==> src/rtl/rr_arbiter4.sv <==
// Four-requester arbiter with registered one-hot grant, round-robin fairness,
// grant lock while the owner holds req, and a hold timeout that forces preemption.
// Optional macro ARB_FIXED_PRIO_EN switches the search to fixed priority (req[3] highest).
module rr_arbiter4 #(
  parameter int unsigned MAX_HOLD = 8,
  parameter int unsigned CNT_W    = 8
) (
  input  logic       clk,
  input  logic       rst_n,
  input  logic [3:0] req,
  output logic [3:0] gnt,
  output logic [1:0] gnt_id,
  output logic       v,
  output logic       preempt
);

  typedef enum logic {IDLE = 1'b0, GRANT = 1'b1} state_t;

  localparam logic [CNT_W-1:0] HOLD_LAST = CNT_W'(MAX_HOLD - 1);
  localparam logic [CNT_W-1:0] HOLD_ONE  = CNT_W'(1);
  localparam logic [CNT_W-1:0] HOLD_ZERO = CNT_W'(0);

  state_t           state_r, state_s;
  logic [1:0]       ptr_r, ptr_s;
  logic [1:0]       owner_r, owner_s;
  logic [CNT_W-1:0] hold_cnt_r, hold_cnt_s;
  logic [3:0]       gnt_r, gnt_s;
  logic             v_r, v_s;
  logic             preempt_r, preempt_s;

  // {found, index} results of the three winner searches
  logic [2:0]       idle_pick_s, other_pick_s, timeout_pick_s;
  logic [3:0]       owner_mask_s;
  logic [1:0]       rel_ptr_s;

  assign owner_mask_s = 4'b0001 << owner_r;

`ifdef ARB_FIXED_PRIO_EN
  function automatic logic [2:0] prio_pick(input logic [3:0] r);
    logic [2:0] res;
    res = 3'b000;
    for (int k = 0; k < 4; k++) begin
      if (r[k]) res = {1'b1, 2'(k)};
    end
    return res;
  endfunction

  // Timeout search includes the owner, so it may win again.
  assign idle_pick_s    = prio_pick(req);
  assign other_pick_s   = prio_pick(req & ~owner_mask_s);
  assign timeout_pick_s = prio_pick(req);
  assign rel_ptr_s      = 2'b00;
`else
  function automatic logic [2:0] rr_pick(input logic [3:0] r, input logic [1:0] start);
    logic [2:0] res;
    logic [1:0] idx;
    res = 3'b000;
    // Descending scan so the index closest to start is written last and wins.
    for (int k = 3; k >= 0; k--) begin
      idx = start + 2'(k);
      if (r[idx]) res = {1'b1, idx};
    end
    return res;
  endfunction

  assign idle_pick_s    = rr_pick(req, ptr_r);
  assign other_pick_s   = rr_pick(req & ~owner_mask_s, owner_r + 2'b01);
  assign timeout_pick_s = other_pick_s;
  assign rel_ptr_s      = owner_r + 2'b01;
`endif

  // Next-state, pointer, hold counter and registered-output values
  always_comb begin
    state_s    = state_r;
    ptr_s      = ptr_r;
    owner_s    = owner_r;
    hold_cnt_s = hold_cnt_r;
    preempt_s  = 1'b0;
    gnt_s      = 4'b0000;
    v_s        = 1'b0;
    case (state_r)
      IDLE: begin
        if (idle_pick_s[2]) begin
          state_s    = GRANT;
          owner_s    = idle_pick_s[1:0];
          hold_cnt_s = HOLD_ZERO;
        end else begin
          owner_s    = 2'b00;
        end
      end
      GRANT: begin
        if (req[owner_r]) begin
          if (hold_cnt_r < HOLD_LAST) begin
            hold_cnt_s = hold_cnt_r + HOLD_ONE;
          end else if (other_pick_s[2]) begin
            owner_s    = timeout_pick_s[1:0];
            preempt_s  = (timeout_pick_s[1:0] != owner_r);
            ptr_s      = rel_ptr_s;
            hold_cnt_s = HOLD_ZERO;
          end else begin
            hold_cnt_s = HOLD_ZERO;
          end
        end else begin
          ptr_s      = rel_ptr_s;
          hold_cnt_s = HOLD_ZERO;
          if (other_pick_s[2]) begin
            owner_s = other_pick_s[1:0];
          end else begin
            state_s = IDLE;
            owner_s = 2'b00;
          end
        end
      end
      default: begin
        state_s    = IDLE;
        owner_s    = 2'b00;
        hold_cnt_s = HOLD_ZERO;
      end
    endcase
    if (state_s == GRANT) begin
      gnt_s = 4'b0001 << owner_s;
      v_s   = 1'b1;
    end else begin
      gnt_s = 4'b0000;
      v_s   = 1'b0;
    end
  end

  // State and output registers; async reset drops the grant immediately
  always_ff @(posedge clk or negedge rst_n) begin
    if (!rst_n) begin
      state_r    <= IDLE;
      ptr_r      <= 2'b00;
      owner_r    <= 2'b00;
      hold_cnt_r <= HOLD_ZERO;
      gnt_r      <= 4'b0000;
      v_r        <= 1'b0;
      preempt_r  <= 1'b0;
    end else begin
      state_r    <= state_s;
      ptr_r      <= ptr_s;
      owner_r    <= owner_s;
      hold_cnt_r <= hold_cnt_s;
      gnt_r      <= gnt_s;
      v_r        <= v_s;
      preempt_r  <= preempt_s;
    end
  end

  assign gnt     = gnt_r;
  assign gnt_id  = owner_r;
  assign v       = v_r;
  assign preempt = preempt_r;

endmodule
==> config.mk <==
export PLATFORM = sky130hd
export DESIGN_NAME = rr_arbiter4
export DESIGN_NICKNAME = d
export VERILOG_FILES = /design/src/rtl/rr_arbiter4.sv
export SDC_FILE = /design/constraint.sdc
export NUM_CORES = 1
export LEC_CHECK = 0
export CORE_MARGIN = 3
export CORE_UTILIZATION = 58
export DETAILED_ROUTE_END_ITERATION = 8
export GPL_TIMING_DRIVEN = 1
export PLACE_DENSITY = 0.83
export SLEW_MARGIN = 40
export SYNTH_ARGS = -nofsm -noshare
export SYNTH_HDL_FRONTEND = slang
export SYNTH_SLANG_ARGS = --single-unit
==> constraint.sdc <==
create_clock -name clk -period 3.7 [get_ports clk]
set_input_delay 0.555 -clock clk [delete_from_list [all_inputs] [get_ports clk]]
set_output_delay 0.555 -clock clk [all_outputs]
set_load 0.05 [all_outputs]
==> flow_metrics.py <==
metrics = {
    "cells_and_area": {
        "fill_cells": 137,
        "layout-drive-gt1-share": 0.142,
        "area_growth_pct": 15.8,
        "post-route-util": 0.737,
        "instances_no_fill": 152,
        "finalNetCount": 139,
        "diodes": 0,
    },
    "timing": {
        "worst_slack_ns": 1.15,
        "rsz0062_at_grt": "false",
        "max_slew_margin": 0.505,
        "fin_tns_setup_ns": 0,
        "hold_slack_ns": 0.171,
        "finalSetupViolations": 0,
        "drv_slew": 0,
        "max_freq_mhz": 392,
        "finClkSkew_ns": 0.00222,
        "tightest_slew_ns": 0.732,
        "period_needed_ns": 2.55,
        "fin_crit_sh": 0.689,
        "hold_viol_final": 0,
    },
    "critical_path": {
        "crit_path_cell_trace": "inv_1 > ha_1 > nor2b_1 > nor4_4 > a2111oi_1 > nand3_1 > and4_1",
        "crit_path_start_kind": "register",
        "end_kind": "register",
        "path_class": "reg -> reg",
        "worst_ep_arrival_time_ns": 2.73,
        "max_stage_delay_ns": 0.61,
        "crit_slowest_cell": "dfrtp_1",
        "worstPathMaxFanout": 12,
        "cp.required_ns": 3.88,
    },
    "floorplanning": {
        "die_h_um": 50.5,
        "core_area_um2": 1800,
        "pin_count": 14,
        "die_area_um2": 2550,
        "start_util": 0.636,
        "die_x_um": 50.5,
        "rows": 15,
    },
    "cts": {
        "post-cts-setup-buffer-count": 0,
        "cts_root_buffer": "clkbuf_4",
        "h-tree-depth": 1,
        "cts.sinks": 18,
        "post_cts_resized": 0,
        "clk_path_buf_depth": 2,
        "clk_latency_ns": 0.29,
        "path_clk_slew_ns": 0.10,
        "cts_tree": "built",
        "hold_buffers": 0,
        "cts_made_buffers": 3,
    },
    "power_and_ir_drop": {
        "vdd_drop_max_uv": 560,
        "leakagePower_uw": 0.000588,
        "powerDensity_nw_per_um2": 812,
    },
    "routing": {
        "ant_nets": 0,
        "drc": 0,
        "wl_um": 2540,
        "drtIter0Drc": 12,
        "firstDrtPassIters": 4,
        "vias_per_cell": 6.20,
        "drt-wirelength-per-cell_um": 16.7,
        "vias": 943,
    },
    "synthesis": {
        "yosysTopAreaCellShare": 0.393,
        "syn_area_um2": 1150,
        "syn_inst": 111,
        "synth_edf_count": 0,
        "yosys.area.top_type": "dfrtp_1",
        "synth-async-reset-ratio": 1.00,
        "synth_area_leaders": "dfrtp_1, ha_1, a21oi_1",
        "synth-warning-count": 0,
        "synthesis.nets": 122,
        "synth-seq-cells": 18,
        "ys.flop_type": "dfrtp_1",
        "yosysSeqAreaShare": 0.393,
        "avgSynthCellArea_um2": 10.3,
        "synth.distinct_cells": 46,
    },
    "place": {
        "port_buffers": 13,
        "dp.cells": 148,
        "preCtsSetupSlack_ns": 0.992,
        "gp_congestion": 0.820,
        "hpwl_um": 1900,
    },
    "global_route": {
        "first_global_vias": 952,
        "track_usage": 0.232,
        "grt_start_max_net_pins": 19,
        "grt_pass1_wl_um": 4510,
        "antenna_found_initial": 0,
        "grt_overflow_total": 0,
    },
    "run": {
        "maxCapViolCount": 0,
    },
    "hold_path": {
        "hold_path.class": "in -> async",
    },
    "status": {
        "outcome": "complete, no violations",
    },
}
==> registers in the layout, indices dropped and copies added, names as in the netlist <==
| signal | count |
|---|---|
| gnt_id | 2 |
| state_r | 1 |
| hold_cnt_r | 8 |
| preempt | 1 |
| gnt | 4 |
| ptr_r | 2 |
==> per-layer routing <==
layer / global-route usage / vias up / part of all wire / wire (µm)
met1: 0.319 / 463 / 0.49 / 1240
met4: 0.0404 / 0 / 0.0090 / 23
met3: 0.0712 / 4 / 0.050 / 126
li1: - / 456 / - / -
met5: 0 / - / 0 / 0
met2: 0.365 / 20 / 0.45 / 1150
==> logic make-up after synthesis <==
group,Yosys count,synth area share
buf+inv,7,0.0306
compound gates,34,0.236
fa+ha+maj,5,0.0546
xor+xnor,1,0.00764
mux,5,0.0579
flops,18,0.393
simple gates,41,0.221
==> Yosys cell counts (2+ instances only) <==
master,n
nand3_1,3
nand2_1,6
a31oi_1,2
nand2b_1,4
nor4_1,2
and3_1,4
nor2_1,8
a21oi_1,8
ha_1,5
mux2_2,3
inv_1,5
and2_1,3
o21ai_0,7
dfrtp_1,18
nor3_1,2
==> through the flow <==
stage	power [µW]	cell area [µm²]
floorplan	803	1150
global placement	937	1300
detailed placement	959	1300
CTS	1080	1330
global route	1160	1330
finish	1080	1330
==> cell type report <==
type / instances / area [µm²] / area share
Clock buffer: 4 / 36.3 / 0.0273
Inverter: 6 / 23.8 / 0.0179
Multi-Input combinational cell: 86 / 661 / 0.498
Sequential cell: 18 / 450 / 0.339
Tap cell: 25 / 31.3 / 0.0236
Timing Repair Buffer: 13 / 125 / 0.0943
==> power breakdown <==
part	internal [µW]	switching, µW	total (µW)	leakage (µW)
logic	262	378	641	0.000334
registers	252	67.9	319	0.000233
clock network	60.0	58.3	118	0.0000210
==> cells in the final DEF (no fill, tap or decap), types with 2 or more instances in the layout <==
cell             instances
a21oi_1                  8
nor3_1                   2
nand3_1                  3
mux2_2                   3
nand2b_1                 4
o21ai_0                  7
clkdlybuf4s50_1         12
nor4_1                   2
nor2_1                   8
and2_1                   3
inv_1                    5
nand2_1                  6
dfrtp_1                 18
and3_1                   4
ha_1                     5
clkbuf_4                 3
a31oi_1                  2
==> path summary, 6_finish.rpt <==
kind / startpoint / cells past startpoint / end / slack [ns]
setup / recovery: gnt_id[0] / 7 / gnt[2] / 1.15
max in group asynchronous: rst_n / 1 / hold_cnt_r[1] / 3.25
setup reg to reg: gnt_id[0] / 7 / gnt[2] / 1.15
hold reg to reg: hold_cnt_r[7] / 2 / hold_cnt_r[7] / 0.52
hold / removal: rst_n / 1 / ptr_r[0] / 0.17
min in group clk: hold_cnt_r[7] / 2 / hold_cnt_r[7] / 0.52
==> critical path, delay by kind of cell, from the launching register on <==
kind,cells,cell delay (ns)
simple gates,4,0.94
flops,1,0.61
compound gates,1,0.44
fa+ha+maj,1,0.25
buf+inv,1,0.20
(Power assumes the default switching activity.)
